`src/rtl/serdes_pkg.sv`:
```
// Shared types and constants for the framed SERDES core.
package serdes_pkg;

    typedef enum logic [1:0] {
        HUNT,
        VERIFY,
        LOCKED
    } rx_state_t;

    localparam logic [9:0] K28_5_RDN = 10'h0FA;

    function automatic int unsigned cnt_width(input int unsigned n);
        return (n <= 2) ? 1 : $clog2(n);
    endfunction

endpackage

```
`src/rtl/serdes_word_aligner.sv`:
```
// RX word alignment: sliding window, sync hunt/verify/lock FSM and word delivery.
module serdes_word_aligner
    import serdes_pkg::*;
#(
    parameter int unsigned        WORD_W    = 10,
    parameter bit                 LSB_FIRST = 1'b1,
    parameter logic [WORD_W-1:0]  SYNC_WORD = WORD_W'(K28_5_RDN),
    parameter int unsigned        LOCK_CNT  = 3
) (
    input  logic              clk,
    input  logic              rst_n,
    input  logic              rx_bit,
    input  logic              resync,
    output logic [WORD_W-1:0] rx_data,
    output logic              rx_valid,
    output logic              rx_locked
);

    localparam int unsigned     CW        = cnt_width(WORD_W);
    localparam logic [CW-1:0]   LAST      = CW'(WORD_W - 1);
    localparam logic [3:0]      LOCK_HITS = 4'(LOCK_CNT);

    rx_state_t         state, state_nx;
    logic [WORD_W-1:0] window, nwin;
    logic [CW-1:0]     rx_cnt, rx_cnt_nx;
    logic [3:0]        hit, hit_nx;
    logic              valid_nx;
    logic              match;
    logic              at_last;

    always_comb begin
        nwin = window;
        if (LSB_FIRST) begin
            nwin = {rx_bit, window[WORD_W-1:1]};
        end else begin
            nwin = {window[WORD_W-2:0], rx_bit};
        end
    end

    assign match   = (nwin == SYNC_WORD);
    assign at_last = (rx_cnt == LAST);

    always_comb begin
        state_nx  = state;
        rx_cnt_nx = rx_cnt;
        hit_nx    = hit;
        valid_nx  = 1'b0;
        case (state)
            HUNT: begin
                rx_cnt_nx = '0;
                if (match) begin
                    hit_nx   = 4'd1;
                    state_nx = (LOCK_CNT == 1) ? LOCKED : VERIFY;
                end
            end
            VERIFY: begin
                rx_cnt_nx = at_last ? '0 : rx_cnt + 1'b1;
                if (at_last) begin
                    if (match) begin
                        hit_nx = hit + 1'b1;
                        if (hit_nx == LOCK_HITS) begin
                            state_nx = LOCKED;
                        end
                    end else begin
                        hit_nx   = '0;
                        state_nx = HUNT;
                    end
                end
            end
            LOCKED: begin
                rx_cnt_nx = at_last ? '0 : rx_cnt + 1'b1;
                // Sync words on the boundary are filler and never delivered.
                if (at_last && !match) begin
                    valid_nx = 1'b1;
                end
            end
            default: begin
                state_nx = HUNT;
            end
        endcase
        if (resync) begin
            state_nx  = HUNT;
            rx_cnt_nx = '0;
            hit_nx    = '0;
            valid_nx  = 1'b0;
        end
    end

    always_ff @(posedge clk or negedge rst_n) begin
        if (!rst_n) begin
            state     <= HUNT;
            window    <= '0;
            rx_cnt    <= '0;
            hit       <= '0;
            rx_data   <= '0;
            rx_valid  <= 1'b0;
            rx_locked <= 1'b0;
        end else begin
            state     <= state_nx;
            window    <= nwin;
            rx_cnt    <= rx_cnt_nx;
            hit       <= hit_nx;
            rx_valid  <= valid_nx;
            rx_locked <= (state_nx == LOCKED);
            if (valid_nx) begin
                rx_data <= nwin;
            end
        end
    end

endmodule

```
`src/rtl/serdes_framed_core.sv`:
```
// Framed serializer/deserializer: continuous TX with sync filler, aligned RX, loopback.
module serdes_framed_core
    import serdes_pkg::*;
#(
    parameter int unsigned        WORD_W    = 10,
    parameter bit                 LSB_FIRST = 1'b1,
    parameter logic [WORD_W-1:0]  SYNC_WORD = WORD_W'(K28_5_RDN),
    parameter int unsigned        LOCK_CNT  = 3
) (
    input  logic              clk,
    input  logic              rst_n,
    input  logic [WORD_W-1:0] tx_data,
    input  logic              tx_valid,
    output logic              tx_ready,
    output logic              ser_out,
    input  logic              ser_in,
    input  logic              loopback,
    input  logic              resync,
    output logic [WORD_W-1:0] rx_data,
    output logic              rx_valid,
    output logic              rx_locked
);

    localparam int unsigned   CW   = cnt_width(WORD_W);
    localparam logic [CW-1:0] LAST = CW'(WORD_W - 1);

    logic [CW-1:0]     tx_cnt;
    logic [WORD_W-1:0] tx_shift;
    logic [WORD_W-1:0] tx_src;
    logic              rx_bit;

    assign tx_ready = (tx_cnt == LAST);

    // On a boundary the freshly loaded word drives ser_out directly, so its
    // first bit leaves in the next cycle and words abut with no gap.
    always_comb begin
        tx_src = tx_shift;
        if (tx_ready) begin
            tx_src = tx_valid ? tx_data : SYNC_WORD;
        end
    end

    always_ff @(posedge clk or negedge rst_n) begin
        if (!rst_n) begin
            tx_cnt   <= LAST;
            tx_shift <= '0;
            ser_out  <= 1'b0;
        end else begin
            tx_cnt <= tx_ready ? '0 : tx_cnt + 1'b1;
            if (LSB_FIRST) begin
                ser_out  <= tx_src[0];
                tx_shift <= tx_src >> 1;
            end else begin
                ser_out  <= tx_src[WORD_W-1];
                tx_shift <= tx_src << 1;
            end
        end
    end

    assign rx_bit = loopback ? ser_out : ser_in;

    serdes_word_aligner #(
        .WORD_W    (WORD_W),
        .LSB_FIRST (LSB_FIRST),
        .SYNC_WORD (SYNC_WORD),
        .LOCK_CNT  (LOCK_CNT)
    ) u_aligner (
        .clk       (clk),
        .rst_n     (rst_n),
        .rx_bit    (rx_bit),
        .resync    (resync),
        .rx_data   (rx_data),
        .rx_valid  (rx_valid),
        .rx_locked (rx_locked)
    );

endmodule

```
`config.mk`:
```
export PLATFORM = sky130hd
export DESIGN_NAME = serdes_framed_core
export DESIGN_NICKNAME = d
export VERILOG_FILES = /design/src/rtl/serdes_pkg.sv /design/src/rtl/serdes_word_aligner.sv /design/src/rtl/serdes_framed_core.sv
export SDC_FILE = /design/constraint.sdc
export NUM_CORES = 1
export LEC_CHECK = 0
export CAP_MARGIN = 20
export CORE_ASPECT_RATIO = 0.7
export CORE_MARGIN = 2
export CORE_UTILIZATION = 48
export DETAILED_ROUTE_END_ITERATION = 8
export GPL_TIMING_DRIVEN = 0
export PLACE_DENSITY = 0.77
export SLEW_MARGIN = 20
export SYNTH_ARGS = -nofsm -noshare
export SYNTH_HDL_FRONTEND = slang
export SYNTH_SLANG_ARGS = --single-unit
```
`constraint.sdc`:
```
create_clock -name clk -period 1.75 [get_ports clk]
set_input_delay 0.525 -clock clk [delete_from_list [all_inputs] [get_ports clk]]
set_output_delay 0.525 -clock clk [all_outputs]
set_load 0.02 [all_outputs]
```
==> Yosys cells after proc, flatten, opt, wreduce, memory -nomap -nowiden <==
Cells that the tools add are included.
{ "totals": {"out_inout_bits": 14, "register_bits": 46, "inputBits": 16, "latch_bits": 0, "mem_count": 0, "ram_bits": 0, "rom_bits": 0} }
{ "op_classes": {"n_shift": 0, "magnitude_cmp": 0, "multipliers": 0, "n_mux": 21, "n_reduce_logical": 7, "bitwise_logic": 0, "addsub": 3, "eq_ne": 9, "div_mod_pow": 0} }
{ "ops": {"columns": ["op", "count"], "rows": [
  ["4-bit two-way mux", 7],
  ["10-bit two-way mux", 2],
  ["4-bit one-hot mux with 2 select lines", 2],
  ["4-bit by 1-bit adder with 4-bit output, second input constant", 3],
  ["10-bit by 8-bit == test with 1-bit output, second input constant", 1],
  ["2-bit two-way mux", 5],
  ["4-bit == test, second input constant", 2],
  ["3-bit by 2-bit != test with 1-bit output, second input constant", 2],
  ["2-bit one-hot mux with 3 select lines", 1],
  ["3-bit nonzero test", 2],
  ["2-bit == test, second input constant", 2],
  ["4-bit by 2-bit == test with 1-bit output, second input constant", 1],
  ["1-bit two-way mux", 4],
  ["3-bit AND reduction", 1],
  ["2-bit by 1-bit == test with 1-bit output, second input constant", 1],
  ["2-bit zero test", 1],
  ["2-bit OR reduction", 1],
  ["1-bit logical AND", 1],
  ["1-bit zero test", 1]
]} }

==> Longest topological paths before layout <==
Gate-level depths: netlist of run 1.
{ "depth": {"word_depth": 8, "ltp_mapped": 7, "mapped_depth_nobuf": 7} }

==> Hierarchy <==
From an unflattened synthesis of run 1, not the netlist that was laid out.
{ "hier_totals": {"hier_cells": 186, "hier_area_um2": 2074.5} }
{ "modules_own_cells": {"columns": ["module", "n_inst", "area_each_um2", "cells_each"], "rows": [
  ["serdes_word_aligner", 1, 1486.4, 129],
  ["serdes_framed_core", 1, 588.1, 57]
]} }

==> Worst setup path before layout of run 1 <==
OpenSTA, ideal clock, no wires.
{ "synth_path": {"kind": "input to register", "from": "input port loopback", "to": "register u_aligner.hit[3]", "path_stages": 5, "path_buffers": 0, "path_slack_ns": -0.302, "required_time_ns": 1.613, "t_arrival_ns": 1.915, "cell_sequence": "mux2_4 > or4_4 > and2_4 > o311ai_2 > o41ai_1"} }
{ "synth_between": {"elab_chain_len": 6, "elab_cells_between_ends": 8} }
{ "synth_lines": {"columns": ["element", "line_no", "text"], "rows": [
  ["start, declared", "serdes_framed_core.sv:17", "input logic loopback,"],
  ["1-bit two-way mux (*)", "serdes_framed_core.sv:60", "assign rx_bit = loopback ? ser_out : ser_in;"],
  ["10-bit by 8-bit == test with 1-bit output (*)", "serdes_word_aligner.sv:40", "assign match = (nwin == SYNC_WORD);"],
  ["4-bit two-way mux", "serdes_word_aligner.sv:59", "if (match) begin"],
  ["4-bit two-way mux", "serdes_word_aligner.sv:58", "if (at_last) begin"],
  ["4-bit one-hot mux with 2 select lines", "serdes_word_aligner.sv:48", "case (state)"],
  ["4-bit two-way mux", "serdes_word_aligner.sv:81", "if (resync) begin"],
  ["end signal, assigned", "serdes_word_aligner.sv:102", "hit <= hit_nx;"],
  ["end, declared", "serdes_word_aligner.sv:26", "logic [3:0] hit, hit_nx;"]
]} }
Mark *: on every way between the ends. The rest lies on a longest branch, timed or not. The select of a mux whose other input is x is not followed.
A chain may end at the register's enable or synchronous reset.

==> Final worst setup path of run 1 <==
{ "layout_path": {"from": "register u_aligner.window[3]", "to": "register u_aligner.hit[3]"} }
{ "layout_between": {"elab_chain_len": 5, "elab_cells_between_ends": 7} }
{ "layout_lines": {"columns": ["element", "line_no", "text"], "rows": [
  ["start, declared", "serdes_word_aligner.sv:24", "logic [WORD_W-1:0] window, nwin;"],
  ["start signal, assigned", "serdes_word_aligner.sv:100", "window <= nwin;"],
  ["10-bit by 8-bit == test with 1-bit output (*)", "serdes_word_aligner.sv:40", null],
  ["4-bit two-way mux", "serdes_word_aligner.sv:59", null],
  ["4-bit two-way mux", "serdes_word_aligner.sv:58", null],
  ["4-bit one-hot mux with 2 select lines", "serdes_word_aligner.sv:48", null],
  ["4-bit two-way mux", "serdes_word_aligner.sv:81", null]
]} }
Marks and branches as above.

==> metrics.yaml, run 1 <==
status:
  outcome: "finished, violations left"
  failed_checks: "negative setup slack"
synthesis:
  async_reset_ff_frac: 1.000
  postSynthNetCount: 202
  ys.flop_type: "sky130_fd_sc_hd__dfrtp_1"
  synth_sequential_area_ratio: 0.5541
  synth_seq_cells: 45
  synth.cell_area_um2: 2037
  synth_cells: 178
  synth_edf_count: 0
  syn_avg_cell_area_um2: 11.44
  yosys.cell_types.count: 41
  yosys_warnings: 0
timing:
  timing_worst_slew_pin_value_ns: 0.5297
  clock_skew_ns: 0.003834
  final_hold_viol_count: 0
  hold_ws_ns: 0.1720
  timing_max_transition_violations_final: 0
  setup_slack_ns: -0.1591
  slew_headroom: 0.6469
  report.final.setup_viol: 17
  rsz0062_at_grt: "true"
  timing.final.crit_share: 1.091
  max_freq_ghz: 0.5238
  setup_total_negative_slack_ns: -1.349
  final_period_minus_worst_setup_slack_ns: 1.909
layout:
  area_delta_synth_final_pct: 32.74
  n_antenna_cell: 0
  mostFrequentLayoutCell: "sky130_fd_sc_hd__dfrtp_1"
  finish.net_count: 261
  final_design_area_no_fill_um2: 2704
  final_layout_size_suffix_gt1_frac: 0.2773
  most-common-layout-cells: "sky130_fd_sc_hd__dfrtp_1 (41), sky130_fd_sc_hd__buf_4 (23), sky130_fd_sc_hd__inv_1 (15)"
  final_core_util: 0.6770
routing:
  route.vias.total: 1567
  postRouteAntennaNets: 0
  detailedRoute.firstIterationViolations: 111
  drc_errors: 0
  vias_per_cell: 5.403
  drt-total-wl_um: 4333
  first_pass_iters: 4
  wire_per_inst_um: 14.94
power:
  combinationalPowerShare: 0.115
  p_int_mw: 1.454
  p_sw_uw: 465.7
  irDropWorstVdd_uv: 462.0
  clockPowerShare: 0.316
  leakagePower_nw: 1.337
  powerDensity_nw_per_um2: 709.9
  power_frac_seq: 0.569
  switching_part_of_the_total_power: 0.2426
placement:
  postPlaceCellArea_um2: 2407
  place_congestion: 0.8124
  final_hpwl_from_detailed_placement_um: 2773
  numPortBuffers: 28
die:
  floorplan.core_area_um2: 3994
  fp.dieH_um: 58.51
  floorplan.die_area_um2: 4789
  initial_utilization: 0.5100
  die-width_um: 81.86
  ios: 30
  placementRows: 19
critical_path:
  critical_path_arrival_ns: 2.07
  worst-setup-path-type: "reg -> reg"
  worst_ep_required_ns: 1.91
  crit_chain: "nand3b_1 > or4_4 > and2_4 > o311ai_2 > o41ai_1"
  worst-path-buf-inv: 0
  cpLargestDelayFamily: "simple AND/OR/NAND/NOR gates"
  crit_fanout: 5
  timing.critical_path.from: "u_aligner.window[3]$_DFF_PN0_"
  critical_path.reg2reg.startpoint: "u_aligner.window[3]$_DFF_PN0_"
  critPathMaxStageDelay_ns: 0.60
  endpoint_kind: "flop"
  cp_slowest_cell: "sky130_fd_sc_hd__or4_4"
  sort_of_element_at_the_start_of_the_critical_path: "flop"
clocking:
  cts.sinks: 45
  clk_path_buf_depth: 2
  cts_tree: "done"
  clock_insertion_delay_worst_skew_ns: 0.29
  cts-htree-levels: 2
  clkTransAtPathRegs_ns: 0.08
  cts_inserted_buffers: 5
  clockRootBuffer: "sky130_fd_sc_hd__clkbuf_8"
  cts_hold_buffers: 0
run:
  drv_cap: 0
global_route:
  global_route_wire_length_before_repair_um: 7182
  pin_count_of_the_biggest_net_entering_global_routing: 28
  global_route.usage.total: 0.2010
  grt_overflow: 0
  grt_antenna_before_repair: 0
  via_count_of_the_first_global_routing_pass: 1509
worst_hold_path:
  hold_path.class: "in -> async"
==> final cells by class <==
type                            instances  area, µm²
Clock inverter                          1      5.005
Sequential cell                        45       1131
Tap cell                               52      65.06
Inverter                               16      60.06
Fill cell                             308       1290
Multi-Input combinational cell        112      882.1
Buffer                                  5      30.03
Timing Repair Buffer                   52      454.2
Clock buffer                            7      76.32
==> per-stage QoR <==
| step | instances | worst slack [ns] | power (mW) |
|---|---|---|---|
| floorplan | 178 | -0.1250 | 1.211 |
| global placement | 258 | -1.038 | 1.298 |
| detailed placement | 259 | -0.7670 | 1.308 |
| CTS | 282 | -0.1393 | 1.927 |
| global route | 290 | -0.2152 | 2.019 |
| finish | 290 | -0.1591 | 1.919 |
==> sequential cells by signal, summed over array words and instances (netlist names) <==
register and count:
u_aligner.state 2, u_aligner.window 9, u_aligner.rx_locked 1, tx_cnt 4, u_aligner.hit 4, ser_out 1
tx_shift 9, u_aligner.rx_valid 1, u_aligner.rx_data 10, u_aligner.rx_cnt 4
==> cell usage after synthesis (2+ instances only) <==
| cell type | instances | area share |
|---|---|---|
| sky130_fd_sc_hd__nor2_1 | 13 | 0.024 |
| sky130_fd_sc_hd__nand2_1 | 7 | 0.013 |
| sky130_fd_sc_hd__nand3b_1 | 3 | 0.011 |
| sky130_fd_sc_hd__and2_1 | 2 | 0.0061 |
| sky130_fd_sc_hd__a31oi_1 | 9 | 0.028 |
| sky130_fd_sc_hd__and3_1 | 2 | 0.0061 |
| sky130_fd_sc_hd__mux2_2 | 10 | 0.055 |
| sky130_fd_sc_hd__a22oi_1 | 2 | 0.0074 |
| sky130_fd_sc_hd__nor2b_1 | 3 | 0.0092 |
| sky130_fd_sc_hd__dfrtp_1 | 43 | 0.53 |
| sky130_fd_sc_hd__ha_1 | 8 | 0.049 |
| sky130_fd_sc_hd__a21oi_1 | 6 | 0.015 |
| sky130_fd_sc_hd__nand4b_1 | 2 | 0.0086 |
| sky130_fd_sc_hd__clkbuf_1 | 4 | 0.0074 |
| sky130_fd_sc_hd__nor4b_1 | 2 | 0.0086 |
| sky130_fd_sc_hd__o41ai_1 | 2 | 0.0086 |
| sky130_fd_sc_hd__inv_1 | 16 | 0.029 |
| sky130_fd_sc_hd__nor3_1 | 3 | 0.0074 |
| sky130_fd_sc_hd__dfstp_2 | 2 | 0.026 |
| sky130_fd_sc_hd__o21ai_0 | 11 | 0.027 |
| sky130_fd_sc_hd__nand3_1 | 8 | 0.020 |
==> path summary, 6_finish.rpt <==
kind                                                 endpoint  slack, ns  cells after the start
worst max-delay path             u_aligner.hit[3]$_DFFE_PN0P_      -0.16                      5
worst min-delay path                    tx_shift[8]$_DFF_PN0_       0.17                      1
worst max register to register   u_aligner.hit[3]$_DFFE_PN0P_      -0.16                      5
worst min register to register  u_aligner.window[8]$_DFF_PN0_       0.39                      0
max in group asynchronous                 tx_cnt[0]$_DFF_PN1_       1.02                      2
min in group clk                u_aligner.window[8]$_DFF_PN0_       0.39                      0
==> power groups by stage <==
| stage | combinational [mW] | sequential [mW] | clock [mW] |
|---|---|---|---|
| after global routing | 0.245 | 1.10 | 0.679 |
| final | 0.221 | 1.09 | 0.607 |
| after floorplan | 0.0978 | 1.11 | 0 |
| after detailed placement | 0.195 | 1.11 | 0 |
| after global placement | 0.186 | 1.11 | 0 |
| after CTS | 0.211 | 1.09 | 0.623 |
==> kinds of logic (layout without fill, tap and decap cells) <==
group                    Yosys count  after routing  synth area share
AND/OR/NAND/NOR                   53             53            0.1523
flip-flops                        45             45            0.5541
AO/OA/AOI/OAI                     38             38            0.1321
buffers and inverters             21             81           0.04054
multiplexers                      12             12           0.06757
adder cells (fa/ha/maj)            8              8           0.04914
XOR/XNOR                           1              1          0.004301
==> what timing repair did <==
action                     CTS  global route
buffers inserted            14             8
hold endpoints to repair     0             0
cloned                       1             0
pin swaps                   10             4
gates resized for setup     35            10
setup endpoints to repair   30            20
==> routing by layer <==
layer | vias up | global-route usage | wire length, µm
li1 | 747 | - | -
met1 | 765 | 0.2786 | 2000
met2 | 48 | 0.3136 | 2042
met3 | 7 | 0.05215 | 241
met4 | 0 | 0.06190 | 48
met5 | - | 0 | 0
Note: power is estimated with default switching activity, not from simulation.
==> run 2: changes to the inputs <==
- ABC_AREA: default -> 1
- REMOVE_ABC_BUFFERS: default -> 1
==> run 2 against run 1 <==
The flow still finishes with violations (negative setup slack). Via count shrank 5.2%. Sequential power about the same. Register-to-register slack improved by 0.37 ns. Largest cell class unchanged. Largest power group unchanged. Highest routed layer unchanged.
==> metrics.yaml, run 2 <==
routing:
  first_pass_iters: 4  # unchanged
  vias_per_cell: 4.934  # -8.7%
  postRouteAntennaNets: 0  # unchanged
  detailedRoute.firstIterationViolations: 48  # -57%
  route.vias.total: 1485  # -5.2%
  wire_per_inst_um: 12.36  # -17%
  drt-total-wl_um: 3720  # -14%
  drc_errors: 0  # unchanged
synthesis:
  async_reset_ff_frac: 1.000  # unchanged
  synth_sequential_area_ratio: 0.5599  # +0.005847
  netlist.area_leader.share: 0.5338  # +0.005574
  synth_edf_count: 0  # unchanged
  synth_cells: 202  # +13%
  ys.flop_type: "sky130_fd_sc_hd__dfrtp_1"
  synth_seq_cells: 45  # unchanged
  yosys.cell_types.count: 30  # -27%
  syn_avg_cell_area_um2: 9.979  # -13%
  synth_area_leader_cell: "sky130_fd_sc_hd__dfrtp_1"
  synth_top_cells_by_area: "sky130_fd_sc_hd__dfrtp_1 (53%), sky130_fd_sc_hd__nand2_1 (8.8%), sky130_fd_sc_hd__ha_1 (5.0%)"
  synth.cell_area_um2: 2016  # -1.0%
  synth.top_cells.by_count: "sky130_fd_sc_hd__nand2_1 (47), sky130_fd_sc_hd__dfrtp_1 (43), sky130_fd_sc_hd__inv_1 (21)"
  yosys_warnings: 0  # unchanged
  yosys.cell_count.top_type: "sky130_fd_sc_hd__nand2_1"
power:
  post-layout-total-power_mw: 1.935  # +0.80%
  switching_part_of_the_total_power: 0.2095  # -0.03313
  leakagePower_nw: 1.371  # +2.6%
  irDropWorstVdd_uv: 490.8  # +6.2%
  clockPowerShare: 0.383  # +0.067
  powerDensity_nw_per_um2: 743.8  # +4.8%
  power_frac_seq: 0.557  # -0.012
  p_sw_uw: 405.3  # -13%
  combinationalPowerShare: 0.059  # -0.056
  p_int_mw: 1.529  # +5.2%
global_route:
  grt_antenna_before_repair: 0  # unchanged
  grt_overflow: 0  # unchanged
  global_route_wire_length_before_repair_um: 6361  # -11%
  via_count_of_the_first_global_routing_pass: 1407  # -6.8%
  global_route.usage.total: 0.1800  # -0.02104
  pin_count_of_the_biggest_net_entering_global_routing: 34  # +21%
timing:
  timing_max_transition_violations_final: 0  # unchanged
  rsz0062_at_grt: "true"
  slew_headroom: 0.7754  # +0.1285
  timing.final.crit_share: 1.032  # -0.05863
  final_hold_viol_count: 0  # unchanged
  setup_total_negative_slack_ns: -0.05651  # +1.293 ns
  setup_slack_ns: -0.05651  # +0.1026 ns
  max_freq_ghz: 0.5536  # +5.7%
  report.final.setup_viol: 1  # -16
  timing_worst_slew_pin_value_ns: 0.3369  # -0.1928 ns
  clock_skew_ns: 0.01100  # +0.007163 ns
  final_period_minus_worst_setup_slack_ns: 1.807  # -0.1026 ns
die:
  die-width_um: 81.46  # -0.49%
  fp.dieH_um: 58.22  # -0.50%
  floorplan.core_area_um2: 3970  # -0.60%
  initial_utilization: 0.5077  # -0.002304
  floorplan.die_area_um2: 4742  # -0.99%
  placementRows: 19  # unchanged
  ios: 30  # unchanged
layout:
  reg.largest.list: "u_aligner.rx_data (10), tx_shift (9), u_aligner.window (9)"
  mostFrequentLayoutCell: "sky130_fd_sc_hd__nand2_1"
  largest-register: "u_aligner.rx_data"
  fillerInstances: 332  # +7.8%
  finish.net_count: 273  # +4.6%
  flip_flop_count_of_the_largest_register_all_copies_and_words_added: 10  # unchanged
  area_delta_synth_final_pct: 29.05
  layoutNonFillerInstCount: 301  # +3.8%
  n_antenna_cell: 0  # unchanged
  most-common-layout-cells: "sky130_fd_sc_hd__nand2_1 (47), sky130_fd_sc_hd__dfrtp_1 (43), sky130_fd_sc_hd__inv_1 (21)"
  final_layout_size_suffix_gt1_frac: 0.1888  # -0.08856
critical_path:
  worst_ep_required_ns: 1.22  # -0.69 ns
  regToRegEndpoint: "tx_shift[3]$_DFF_PN0_"
  endpoint_kind: "output pin"
  crit_fanout: 3  # -2
  reg2reg_setup_slack_ns: 0.21  # +0.37 ns
  worst-setup-path-type: "reg -> out"
  critical_path.reg2reg.startpoint: "tx_cnt[0]$_DFF_PN1_"
  ff2ff_path_depth: 8  # +3
  sort_of_element_at_the_start_of_the_critical_path: "flop"
  critical_path_arrival_ns: 1.28  # -0.79 ns
placement:
  place_congestion: 0.7867  # -3.2%
  numPortBuffers: 29  # +3.6%
  dpl.cell_count: 282  # +8.9%
  final_hpwl_from_detailed_placement_um: 2644  # -4.6%
run:
  drv_cap: 0  # unchanged
clocking:
  cts_inserted_buffers: 5  # unchanged
  clock_insertion_delay_worst_skew_ns: 0.29  # about the same
  cts_tree: "done"
  clkTransAtPathRegs_ns: 0.09  # about the same
  cts-htree-levels: 2  # unchanged
  cts.sinks: 45  # unchanged
  clockRootBuffer: "sky130_fd_sc_hd__clkbuf_8"
  clk_path_buf_depth: 2  # unchanged
status:
  outcome: "finished, violations left"
  failed_checks: "negative setup slack"
worst_hold_path:
  hold_path.class: "in -> async"
==> run 2: routing by layer <==
metal,wire [µm],global-route usage
met1,1859,0.2474
met2,1613,0.2752
met3,210,0.04984
met4,38,0.06538
met5,0,0
==> run 2: final cells by class <==
class | instances | area (µm²) | share of cell area
clock buffer | 5 | 68.82 | 0.02646
tap | 52 | 65.06 | 0.02501
timing repair buffer | 42 | 415.4 | 0.1597
multi-input combinational | 129 | 785.8 | 0.3021
sequential | 45 | 1129 | 0.4339
inverter | 26 | 102.6 | 0.03944
clock inverter | 2 | 35.03 | 0.01347
==> run 2: repair_timing <==
item / 4_1_cts / 5_1_grt
setup buffers: 2 / 10
pin swaps: 1 / 5
endpoints found under the setup margin: 22 / 14
hold buffers: 0 / 0
resized for setup: 21 / 6
cloned: 0 / 0
==> run 2: through the flow <==
step                        util  hold slack (ns)  instance area [µm²]  setup slack (ns)
after detailed placement  0.5953           0.3599                 2364           -0.4387
after global placement    0.5916           0.3563                 2349            -1.035
final                     0.6552           0.1130                 2601          -0.05651
after floorplan                -           0.2294                 1993            0.2512
after CTS                 0.6272           0.1169                 2490          -0.07681
after global routing      0.6552           0.1293                 2601           -0.1163
==> run 2: cells by family (layout without fill, tap and decap cells) <==
logic type	count (synthesis)	in the layout	share of synthesized area
simple gates	83	83	0.2017
flops	45	45	0.5599
compound gates	35	35	0.1155
buf+inv	28	75	0.06021
fa+ha+maj	8	8	0.04966
xor+xnor	3	3	0.01304
==> run 2: how the worst max path moves through the flow <==
stage                        startpoint                                to  slack, ns
floorplan                      loopback  u_aligner.rx_data[1]$_DFFE_PN0P_       0.25
global placement                  rst_n               tx_cnt[2]$_DFF_PN0_      -1.04
detailed placement             loopback  u_aligner.rx_data[2]$_DFFE_PN0P_      -0.44
CTS                 tx_cnt[0]$_DFF_PN1_                          tx_ready      -0.08
global route        tx_cnt[0]$_DFF_PN1_                          tx_ready      -0.12
finish              tx_cnt[0]$_DFF_PN1_                          tx_ready      -0.06
==> run 2: power groups by stage <==
stage | Combinational, mW | Clock [mW] | Sequential, mW
after floorplan | 0.0444 | 0 | 1.09
after CTS | 0.117 | 0.764 | 1.08
after global placement | 0.111 | 0 | 1.10
after detailed placement | 0.118 | 0 | 1.10
after global routing | 0.130 | 0.813 | 1.08
final | 0.115 | 0.742 | 1.08
==> run 2: critical path, stage by stage, from the launching register on <==
cell	delay, ns
sky130_fd_sc_hd__dfstp_2	0.54
sky130_fd_sc_hd__inv_2	0.05
sky130_fd_sc_hd__nor2_4	0.13
sky130_fd_sc_hd__nand3_4	0.10
sky130_fd_sc_hd__clkinv_4	0.06
sky130_fd_sc_hd__buf_6	0.10
==> run 3: changes to the inputs <==
- ABC_CLOCK_PERIOD_IN_PS: default -> 1750
- CORE_ASPECT_RATIO: 0.7 -> 0.8
==> run 3 against run 2 <==
The run still ends with negative setup slack left. Total power is 2.3% higher. Setup slack better by 0.016 ns. Combinational power hardly changed. Count of clock-buffer cells in the layout is 2 higher. Largest cell class unchanged. Worst hold slack worse by 0.012 ns. Routed wire length is 6.9% lower. Maximum frequency is 0.92% higher. Clock skew is 0.0012 ns higher. Sequential cell count stayed put. Sequential power hardly changed.
==> metrics.yaml, run 3 (same netlist as run 2, synthesis figures left out) <==
timing:
  timing.final.crit_share: 1.023  # -0.009413
  timing_max_transition_violations_final: 0  # unchanged
  max_freq_ghz: 0.5586  # +0.92%
  rsz0062_at_grt: "true"
  final_hold_viol_count: 0  # unchanged
  report.final.setup_viol: 1  # unchanged
  timing_worst_slew_pin_value_ns: 0.3331  # -0.003792 ns
  setup_slack_ns: -0.04004  # +0.01647 ns
  hold_ws_ns: 0.1007  # -0.01225 ns
  clock_skew_ns: 0.01215  # +0.001153 ns
  slew_headroom: 0.7779  # +0.002529
  final_period_minus_worst_setup_slack_ns: 1.790  # -0.01647 ns
critical_path:
  worst-setup-path-type: "reg -> out"
  crit_chain: "inv_2 > nor2_4 > nand3_4 > clkinv_4 > buf_6"
  crit_fanout: 3  # unchanged
  regToRegEndpoint: "u_aligner.hit[3]$_DFFE_PN0P_"
  critical_path.reg2reg.startpoint: "u_aligner.state[1]$_DFF_PN0_"
  critPathMaxStageDelay_ns: 0.55  # about the same
  endpoint_kind: "output pin"
  ff2ff_path_depth: 5  # -3
  critical_path_arrival_ns: 1.27  # about the same
  worst_ep_required_ns: 1.22  # about the same
  cp_slowest_cell: "sky130_fd_sc_hd__dfstp_2"
  reg2reg_setup_slack_ns: 0.19  # -0.02 ns
  sort_of_element_at_the_start_of_the_critical_path: "flop"
die:
  floorplan.die_area_um2: 4737  # -0.11%
  floorplan.core_area_um2: 4099  # +3.2%
  fp.dieH_um: 61.96  # +6.4%
  ios: 30  # unchanged
  initial_utilization: 0.4918  # -0.01596
  placementRows: 21  # +2
  die-width_um: 76.45  # -6.1%
power:
  post-layout-total-power_mw: 1.979  # +2.3%
  p_int_mw: 1.580  # +3.3%
  powerDensity_nw_per_um2: 778.3  # +4.6%
  combinationalPowerShare: 0.058  # about the same
  switching_part_of_the_total_power: 0.2014  # -0.008090
  clockPowerShare: 0.398  # +0.015
  irDropWorstVdd_uv: 524.0  # +6.8%
  p_sw_uw: 398.5  # -1.7%
  power_frac_seq: 0.544  # -0.013
  leakagePower_nw: 1.328  # -3.2%
global_route:
  grt_most_used_layer: "met2"
  global_route_wire_length_before_repair_um: 5658  # -11%
  grt_antenna_before_repair: 0  # unchanged
  via_count_of_the_first_global_routing_pass: 1313  # -6.7%
  global_route.usage.total: 0.1570  # -0.02294
  globalRouteMet3Util: 0.04480  # -0.005047
  grt_met2_use: 0.2693  # -0.005896
  grt_overflow: 0  # unchanged
  pin_count_of_the_biggest_net_entering_global_routing: 35  # +2.9%
  globalRouteMet1Util: 0.1981  # -0.04930
layout:
  largest-register: "u_aligner.rx_data"
  flip_flop_count_of_the_largest_register_all_copies_and_words_added: 10  # unchanged
  most-common-layout-cells: "sky130_fd_sc_hd__nand2_1 (46), sky130_fd_sc_hd__dfrtp_1 (43), sky130_fd_sc_hd__inv_1 (21)"
  layoutNonFillerInstCount: 298  # -1.0%
  area_delta_synth_final_pct: 26.13
  final_core_util: 0.6203  # -0.03495
  mostFrequentLayoutCell: "sky130_fd_sc_hd__nand2_1"
  n_antenna_cell: 0  # unchanged
  final_layout_size_suffix_gt1_frac: 0.1660  # -0.02278
  finish.net_count: 264  # -3.3%
  reg.largest.list: "u_aligner.rx_data (10), tx_shift (9), u_aligner.window (9)"
routing:
  first_pass_iters: 4  # unchanged
  route.vias.total: 1433  # -3.5%
  detailedRoute.firstIterationViolations: 53  # +10%
  drt-total-wl_um: 3465  # -6.9%
  drc_errors: 0  # unchanged
  vias_per_cell: 4.809  # -2.5%
  postRouteAntennaNets: 0  # unchanged
  wire_per_inst_um: 11.63  # -5.9%
clocking:
  clock_insertion_delay_worst_skew_ns: 0.29  # about the same
  cts_inserted_buffers: 5  # unchanged
  cts_hold_buffers: 0  # unchanged
  cts.sinks: 45  # unchanged
  cts-htree-levels: 2  # unchanged
  clkTransAtPathRegs_ns: 0.08  # about the same
  cts_tree: "done"
  clk_path_buf_depth: 2  # unchanged
  clockRootBuffer: "sky130_fd_sc_hd__clkbuf_8"
placement:
  place_congestion: 0.8032  # +2.1%
  numPortBuffers: 29  # unchanged
  final_hpwl_from_detailed_placement_um: 2582  # -2.4%
  dp_worst_setup_slack_ns: -0.4225  # +0.01619 ns
  dpl.cell_count: 287  # +1.8%
status:
  failed_checks: "negative setup slack"
  outcome: "finished, violations left"
run:
  drv_cap: 0  # unchanged
worst_hold_path:
  hold_path.class: "in -> async"
[run 3: changes by cell type in the layout (fill, tap and decap cells not counted), sizes merged]
| cell | previous run | this run |
|---|---|---|
| buf | 15 | 5 |
| clkbuf | 5 | 7 |
| clkdlybuf4s50 | 13 | 14 |
| clkinv | 2 | 1 |
| dlymetal6s2s | 3 | 2 |
| nor2 | 13 | 14 |
[run 3: final cells by class]
| cell class | instances | area (µm²) |
|---|---|---|
| multi-input cells | 130 | 810.8 |
| inverters | 26 | 102.6 |
| fillers | 355 | 1556 |
| flip-flops and latches | 45 | 1129 |
| well taps | 57 | 71.32 |
| repair buffers | 32 | 312.8 |
| clock inverters | 1 | 30.03 |
| clock buffers | 7 | 86.33 |
[run 3: per-stage QoR]
step | instance area, µm² | TNS, ns
floorplan | 1993 | 0
global placement | 2355 | -47.91
detailed placement | 2370 | -4.869
CTS | 2505 | -0.06161
global route | 2542 | -0.09037
finish | 2542 | -0.04004
[run 3: worst max path at each step]
stage,startpoint,to,slack (ns),cells after the start
after floorplan,loopback,u_aligner.rx_data[1]$_DFFE_PN0P_,0.25,8
after global placement,rst_n,u_aligner.rx_cnt[2]$_DFFE_PN0P_,-0.98,1
after detailed placement,tx_cnt[0]$_DFF_PN1_,tx_ready,-0.42,5
after CTS,tx_cnt[0]$_DFF_PN1_,tx_ready,-0.06,5
after global routing,tx_cnt[0]$_DFF_PN1_,tx_ready,-0.09,5
final,tx_cnt[0]$_DFF_PN1_,tx_ready,-0.04,5
[run 3: power groups by stage]
stage	clock network [mW]	registers (mW)	logic, mW
global placement	0	1.10	0.110
global route	0.859	1.08	0.128
detailed placement	0	1.10	0.117
finish	0.787	1.08	0.115
floorplan	0	1.09	0.0444
CTS	0.809	1.08	0.116
[run 3: routing by layer]
metal | vias to the layer above | part of all wire
met5 | - | 0
met4 | 0 | 0.0089
met3 | 4 | 0.040
met2 | 32 | 0.47
met1 | 670 | 0.48
li1 | 727 | -
[run 3: critical path, delay by kind of cell (launching register included)]
kind / cells / cell delay, ns
simple gates: 2 / 0.20
buf+inv: 3 / 0.21
flops: 1 / 0.55
[run 3: repair_timing]
item / CTS / global route
pin swaps: 1 / 1
endpoints found under the setup margin: 22 / 6
gates resized for setup: 21 / 7
buffers inserted: 2 / 0
cloned: 0 / 1
